--- config.mk ---
export PLATFORM = sky130hd
export DESIGN_NAME = lmsm_sequencer_flat
export DESIGN_NICKNAME = d
export VERILOG_FILES = /design/src/rtl/lmsm_sequencer_pkg.sv /design/src/rtl/lmsm_sequencer_if.sv /design/src/rtl/lmsm_sequencer_prio_enc8.sv /design/src/rtl/lmsm_sequencer.sv /design/src/flat_wrapper.sv
export SDC_FILE = /design/constraint.sdc
export NUM_CORES = 1
export LEC_CHECK = 0
export CAP_MARGIN = 20
export CORE_UTILIZATION = 53
export DETAILED_ROUTE_END_ITERATION = 16
export PLACE_DENSITY = 0.93
export SYNTH_ARGS = -nofsm -noshare
export SYNTH_HDL_FRONTEND = slang
export SYNTH_HIERARCHICAL = 1
export SYNTH_SLANG_ARGS = --single-unit
--- constraint.sdc ---
create_clock -name clk -period 5.1 [get_ports clk]
set_input_delay 0.51 -clock clk [delete_from_list [all_inputs] [get_ports clk]]
set_output_delay 0.51 -clock clk [all_outputs]
set_load 0.005 [all_outputs]
--- src/rtl/lmsm_sequencer_pkg.sv ---
// -----------------------------------------------------------------------------
// lmsm_pkg
// Shared definitions for the LM/SM register-list sequencer: sequencer state
// encoding, default sizes, and the controller state IDs of the LM/SM loop
// states that drive the sequencer's start/step inputs.
// No ports (package).
// -----------------------------------------------------------------------------
package lmsm_pkg;

    localparam int NREG_DEF = 8;   // register bitmap width / number of GPRs
    localparam int AW_DEF   = 16;  // memory address width

    typedef enum logic [1:0] {
        ST_IDLE   = 2'b00,
        ST_ACTIVE = 2'b01,
        ST_DONE   = 2'b10
    } lmsm_state_t;

    // Controller state IDs for the LM/SM loop. The *_SETUP states raise
    // `start`; the *_XFER states raise `step` once their transfer completes.
    localparam logic [4:0] CS_LM_SETUP = 5'd10;
    localparam logic [4:0] CS_LM_XFER  = 5'd11;
    localparam logic [4:0] CS_SM_SETUP = 5'd12;
    localparam logic [4:0] CS_SM_XFER  = 5'd13;

endpackage

--- src/rtl/lmsm_sequencer_if.sv ---
// -----------------------------------------------------------------------------
// lmsm_sequencer_if
// Handshake/bus bundle between the controller/datapath (master) and the LM/SM
// sequencer (slave).
//   master drives : start, ir_list, base_addr, step
//   slave drives  : busy, valid, reg_idx, mem_addr, last, done, xfer_count
// -----------------------------------------------------------------------------
interface lmsm_sequencer_if
    import lmsm_pkg::*;
#(
    parameter int NREG = NREG_DEF,
    parameter int AW   = AW_DEF
);

    logic            start;
    logic [NREG-1:0] ir_list;
    logic [AW-1:0]   base_addr;
    logic            step;

    logic            busy;
    logic            valid;
    logic [2:0]      reg_idx;
    logic [AW-1:0]   mem_addr;
    logic            last;
    logic            done;
    logic [3:0]      xfer_count;

    modport master (
        output start, ir_list, base_addr, step,
        input  busy, valid, reg_idx, mem_addr, last, done, xfer_count
    );

    modport slave (
        input  start, ir_list, base_addr, step,
        output busy, valid, reg_idx, mem_addr, last, done, xfer_count
    );

endinterface

--- src/rtl/lmsm_sequencer_prio_enc8.sv ---
// -----------------------------------------------------------------------------
// prio_enc8
// Combinational lowest-set-bit encoder for an 8-bit register bitmap.
// Ports:
//   vec     in  8 : bitmap to encode
//   idx     out 3 : index of the lowest set bit (0 when vec is empty)
//   one_hot out 1 : exactly one bit of vec is set
//   zero    out 1 : vec is all zeros
// -----------------------------------------------------------------------------
module prio_enc8 (
    input  logic [7:0] vec,
    output logic [2:0] idx,
    output logic       one_hot,
    output logic       zero
);

    // Scan from the top down so the lowest set bit is the final assignment.
    always_comb begin
        // NOTE: give every always_comb output a default first; a path that
        // leaves it unassigned would infer a latch.
        idx = 3'd0;
        for (int i = 7; i >= 0; i--) begin
            if (vec[i]) begin
                idx = 3'(i);
            end
        end
    end

    assign zero    = (vec == 8'd0);
    // x & (x-1) clears the lowest set bit; nothing left means a single bit.
    assign one_hot = !zero && ((vec & (vec - 8'd1)) == 8'd0);

endmodule

--- src/rtl/lmsm_sequencer.sv ---
// -----------------------------------------------------------------------------
// lmsm_sequencer
// Register-list sequencer for LM/SM. Walks the IR[7:0] bitmap from R0 upward,
// presenting one register index and one ascending memory word address per
// transfer, and signals the end of the list with a one-cycle `done` pulse.
// All state changes on the falling clock edge, in step with the controller.
// Ports:
//   clk      in  1 : clock (falling-edge active)
//   proc_rst in  1 : asynchronous active-low reset
//   bus      slave modport of lmsm_sequencer_if:
//            start/ir_list/base_addr/step in; busy/valid/reg_idx/mem_addr/
//            last/done/xfer_count out
// -----------------------------------------------------------------------------
module lmsm_sequencer
    import lmsm_pkg::*;
#(
    parameter int NREG = NREG_DEF,
    parameter int AW   = AW_DEF
) (
    input  logic            clk,
    input  logic            proc_rst,
    lmsm_sequencer_if.slave bus
);

    lmsm_state_t     state;
    logic [NREG-1:0] pending;       // registers still to be transferred
    logic [AW-1:0]   addr;          // address of the current transfer
    logic [3:0]      xfer_count_q;
    logic            busy_q;
    logic            valid_q;
    logic            done_q;

    logic [2:0]      enc_idx;
    logic            enc_one_hot;
    logic            enc_zero;

    // The encoder is fixed at 8 bits, matching the IR[7:0] register bitmap.
    prio_enc8 u_enc (
        .vec     (pending),
        .idx     (enc_idx),
        .one_hot (enc_one_hot),
        .zero    (enc_zero)
    );

    always_ff @(negedge clk or negedge proc_rst) begin
        if (!proc_rst) begin
            state        <= ST_IDLE;
            pending      <= '0;
            addr         <= '0;
            xfer_count_q <= '0;
            busy_q       <= 1'b0;
            valid_q      <= 1'b0;
            done_q       <= 1'b0;
        end else begin
            // NOTE: sequential state uses non-blocking assignments only, so
            // every branch below reads the pre-edge values of the registers.
            case (state)
                ST_IDLE: begin
                    // step is simply not looked at here, so start wins a collision.
                    if (bus.start) begin
                        pending      <= bus.ir_list;
                        addr         <= bus.base_addr;
                        xfer_count_q <= '0;
                        busy_q       <= 1'b1;
                        if (bus.ir_list == '0) begin
                            state  <= ST_DONE;
                            done_q <= 1'b1;
                        end else begin
                            state   <= ST_ACTIVE;
                            valid_q <= 1'b1;
                        end
                    end
                end

                ST_ACTIVE: begin
                    if (bus.step) begin
                        pending      <= pending & (pending - NREG'(1));
                        addr         <= addr + AW'(1);
                        xfer_count_q <= xfer_count_q + 4'd1;
                        // enc_zero cannot occur in ACTIVE; treating it as the
                        // final step keeps the FSM from ever stalling there.
                        if (enc_one_hot || enc_zero) begin
                            state   <= ST_DONE;
                            valid_q <= 1'b0;
                            done_q  <= 1'b1;
                        end
                    end
                end

                ST_DONE: begin
                    state  <= ST_IDLE;
                    busy_q <= 1'b0;
                    done_q <= 1'b0;
                end

                default: begin
                    state   <= ST_IDLE;
                    busy_q  <= 1'b0;
                    valid_q <= 1'b0;
                    done_q  <= 1'b0;
                end
            endcase
        end
    end

    // Transfer outputs read as zero whenever no transfer is being presented.
    assign bus.busy       = busy_q;
    assign bus.valid      = valid_q;
    assign bus.reg_idx    = valid_q ? enc_idx : 3'd0;
    assign bus.mem_addr   = valid_q ? addr : '0;
    assign bus.last       = valid_q & enc_one_hot;
    assign bus.done       = done_q;
    assign bus.xfer_count = xfer_count_q;

endmodule

--- src/flat_wrapper.sv ---
// flat-port wrapper written by rule: the top's interface ports become plain ports
module lmsm_sequencer_flat import lmsm_pkg::*;
#(
    parameter int NREG = NREG_DEF,
    parameter int AW   = AW_DEF
)
  (clk, proc_rst, bus_start, bus_ir_list, bus_base_addr, bus_step, bus_busy, bus_valid, bus_reg_idx, bus_mem_addr, bus_last, bus_done, bus_xfer_count);
  lmsm_sequencer_if #(.NREG(NREG), .AW(AW)) bus_i ();
  input  logic clk;
  input  logic proc_rst;
  input wire logic [$bits(bus_i.start)-1:0] bus_start;
  input wire logic [$bits(bus_i.ir_list)-1:0] bus_ir_list;
  input wire logic [$bits(bus_i.base_addr)-1:0] bus_base_addr;
  input wire logic [$bits(bus_i.step)-1:0] bus_step;
  output wire logic [$bits(bus_i.busy)-1:0] bus_busy;
  output wire logic [$bits(bus_i.valid)-1:0] bus_valid;
  output wire logic [$bits(bus_i.reg_idx)-1:0] bus_reg_idx;
  output wire logic [$bits(bus_i.mem_addr)-1:0] bus_mem_addr;
  output wire logic [$bits(bus_i.last)-1:0] bus_last;
  output wire logic [$bits(bus_i.done)-1:0] bus_done;
  output wire logic [$bits(bus_i.xfer_count)-1:0] bus_xfer_count;
  assign bus_i.start = bus_start;
  assign bus_i.ir_list = bus_ir_list;
  assign bus_i.base_addr = bus_base_addr;
  assign bus_i.step = bus_step;
  assign bus_busy = bus_i.busy;
  assign bus_valid = bus_i.valid;
  assign bus_reg_idx = bus_i.reg_idx;
  assign bus_mem_addr = bus_i.mem_addr;
  assign bus_last = bus_i.last;
  assign bus_done = bus_i.done;
  assign bus_xfer_count = bus_i.xfer_count;
  lmsm_sequencer #(.NREG(NREG), .AW(AW)) u_core (.clk(clk), .proc_rst(proc_rst), .bus(bus_i));
endmodule
==> flow_summary_export.csv <==
group,metric,value,unit
final_layout,postLayoutCoreUtil,76.51,%
die,die_w,65.43,microns
placed_design,routabilityCongestion,0.9441,
sta,hold_violations,0,
routing,routed_wirelength,5874,microns
clocking,cts_buffers,5,
pwr,pwr-share-seq,30.9,%
clocking,h-tree-depth,2,
clocking,path_clk_slew,50,ps
setup_path,crit_chain,"nor2_1 -> nor3_2 -> nor3_1 -> nor3_1 -> and2_1 -> clkdlybuf4s50_1",
hold_path,min_from,"u_core/bus.busy",
routing,post_drt_wl_per_cell,16.23,microns
grt,grt_max_degree,34,
hold_path,worst_hold_path.endpoint,"u_core/bus.busy",
setup_path,path_buf_inv,1,
pwr,design_power_total,1974,uW
clocking,clock_sinks,33,
clocking,postCtsHoldBufs,0,
routing,dr.pass1.iters,5,
pwr,leakage,0.001184,uW
setup_path,required,4590,ps
final_layout,n_antenna_cell,0,
pwr,ir_drop,428.7,uV
flow_run,drv_cap,0,
die,dieArea,4280,sq um
hold_path,min_path_cells,1,
setup_path,rrSetupSlack,2420,ps
pwr,power.share.clock,13.0,%
routing,vias_per_cell,6.221,
placed_design,port_buffers,54,
clocking,clock_path_buffers,2,
pwr,p_comb_share,56.1,%
sta,tightestPinTransition,975.9,ps
synth,ys_ff_latch,33,
run_status,status,"finished clean",
setup_path,critPathSlowestCell,"dfrtn_1",
synth,yosys_warnings,6,
routing,ant_nets,0,
die,core,3771,sq um
pwr,netSwitchingFraction,42.64,%
grt,gr-usage-all-layers,28.56,%
synth,synthFlopType,"dfrtn_1",
setup_path,slowest_delay,520,ps
synth,synth_top_area_cell,"dfrtn_1",
pwr,p_int,1132,uW
grt,grt_pass1_wl,9280,microns
die,fp-row-count,22,
routing,route.detailed.drc,0,
synth,syn_avg_cell_area,8.394,sq um
clocking,cts_tree,"built",
sta,max_slew_margin,34.80,%
synth,synth_area_leaders,"dfrtn_1 39%, a21oi_1 6.8%, and2_1 6.5%",
setup_path,crit_family,"simple AND/OR/NAND/NOR gates",
setup_path,r2r-end,"u_core/pending[6]",
synth,synth_nets,284,
synth,synth_top_area_share,38.73,%
setup_path,r2r-start,"u_core/state[0]",
synth,synthArstFlopShare,100.0,%
routing,vias,2252,
synth,ys_types,52,
synth,synth_commonest_cells,"33 x dfrtn_1, 29 x a21oi_1, 26 x nand2_1, 22 x and2_1, 19 x o21ai_0",
synth,ys_seq_area_share,38.73,%
synth,synth-edff-count,0,
synth,netlist_instances,254,
pwr,powerDensity,684.1,nW/um^2
synth,yosysMostFrequentCell,"dfrtn_1",
die,start_util,56.54,%
grt,antenna_found_initial,0,
synth,netlist_area,2132,sq um
setup_path,crit_top_cell,"nor3_1",
setup_path,crit_fanout,6,
routing,drt_iter0_markers,196,
sta,maxSlewViolCount,0,
setup_path,reg2reg_depth,4,
final_layout,fill_cells,267,
clocking,clk-insertion-delay-late,300,ps
final_layout,post_route_cells_drive_above_1_share,10.83,%
die,pin_count,55,
hold_path,min_path_type,"flip-flop to flip-flop",
pwr,p_sw,841.7,uW
sta,rsz0062_at_grt,"yes",
sta,skew,8.207,ps
setup_path,critPathLaunchType,"flip-flop",
clocking,clockRootBuffer,"clkbuf_8",
setup_path,crit_path_end_kind,"output port",
sta,setup_viol,0,
grt,gr-total-overflow,0,
grt,grt_pass1_vias,1978,
final_layout,area_growth,35.33,%
die,fp.dieH,65.43,microns
final_layout,final_nets,343,
setup_path,cp.arrival,4530,ps
setup_path,criticalPathCategory,"flip-flop to output port",
placed_design,hpwl,3803,microns
==> kinds of logic (layout without fill, tap and decap cells) <==
group	Yosys count	after routing	synth area share, %
AOI/OAI and AO/OA	89	89	27.00
DFF	33	33	38.73
buffers and inverters	22	82	4.519
adders and majority gates	3	3	1.643
muxes	2	2	0.9976
and+or+nand+nor	104	104	26.70
xor gates and xnor gates	1	1	0.4109
==> cell usage in the layout (no fill, tap or decap), types with 5 or more instances in the layout <==
master           instances
clkdlybuf4s50_1         53
dfrtn_1                 33
a21oi_1                 28
nand2_1                 26
and2_1                  22
o21ai_0                 19
nor2_1                  14
buf_4                   13
nand3_1                  9
inv_1                    7
nor3_1                   7
clkbuf_8                 6
nand4_1                  6
a22o_1                   6
o22ai_1                  5
==> area by class of cell <==
| cell class | count | area (sq um) | area share (%) |
|---|---|---|---|
| Timing Repair Buffer | 67 | 633.1 | 21.94 |
| Tap cell | 48 | 60.06 | 2.082 |
| Inverter | 7 | 26.28 | 0.9107 |
| Clock inverter | 1 | 30.03 | 1.041 |
| Clock buffer | 7 | 86.33 | 2.992 |
| Multi-Input combinational cell | 199 | 1224 | 42.41 |
| Sequential cell | 33 | 825.8 | 28.62 |
==> power groups by stage <==
stage / clock network (uW) / logic (uW) / registers, uW
4_1_cts: 257 / 1030 / 605
5_1_grt: 271 / 1210 / 627
3_3_place_gp: 0 / 985 / 593
2_1_floorplan: 0 / 683 / 531
6_report: 257 / 1110 / 609
3_5_place_dp: 0 / 1010 / 606
==> per-layer routing <==
| metal | vias to the layer above | GRT usage [%] | wire [microns] | share of wire (%) |
|---|---|---|---|---|
| met5 | - | 0 | 0 | 0 |
| met3 | 15 | 5.729 | 432 | 7.4 |
| met2 | 121 | 44.85 | 2792 | 48 |
| li1 | 1061 | - | - | - |
| met4 | 0 | 10.33 | 136 | 2.3 |
| met1 | 1055 | 38.91 | 2513 | 43 |
==> worst reg2reg max path, stage by stage (launching register included) <==
cell      delay, ps
dfrtn_1         910
nand2b_1        600
or4_4           660
a21o_1          200
a22o_1          170
==> worst max-delay path by stage <==
stage / to / slack (ps) / from / cells after the start
detailed placement: bus_last / 90 / u_core/pending[3] / 6
CTS: bus_reg_idx[1] / 20 / u_core/pending[7] / 6
finish: bus_reg_idx[1] / 60 / u_core/pending[7] / 6
global placement: bus_last / 180 / u_core/pending[3] / 6
global route: bus_reg_idx[1] / -20 / u_core/pending[7] / 6
floorplan: bus_last / 660 / u_core/pending[2] / 5
==> state kept, by name, summed over array words and instances, names as in the netlist <==
signal                 cells
u_core/pending             8
u_core/bus.done            1
u_core/bus.valid           1
u_core/bus.xfer_count      4
u_core/state               2
u_core/addr               16
u_core/bus.busy            1
==> metrics by stage <==
stage / setup TNS [ps] / hold WS, ps / instances / setup slack, ps / instance area [sq um]
floorplan: 0 / 438.0 / 254 / 662.5 / 2132
global placement: 0 / 428.7 / 347 / 180.1 / 2711
detailed placement: 0 / 434.6 / 347 / 90.29 / 2711
CTS: 0 / 434.5 / 356 / 18.00 / 2834
global route: -30.93 / 459.6 / 362 / -20.72 / 2885
finish: 0 / 427.7 / 362 / 57.48 / 2885
==> what timing repair did <==
item / in CTS / in global routing
resized for setup: 1 / 4
endpoints found under the setup margin: 1 / 3
pin swaps: 3 / 4
buffers inserted: 1 / 6
Power figures use the tool's default switching activity.
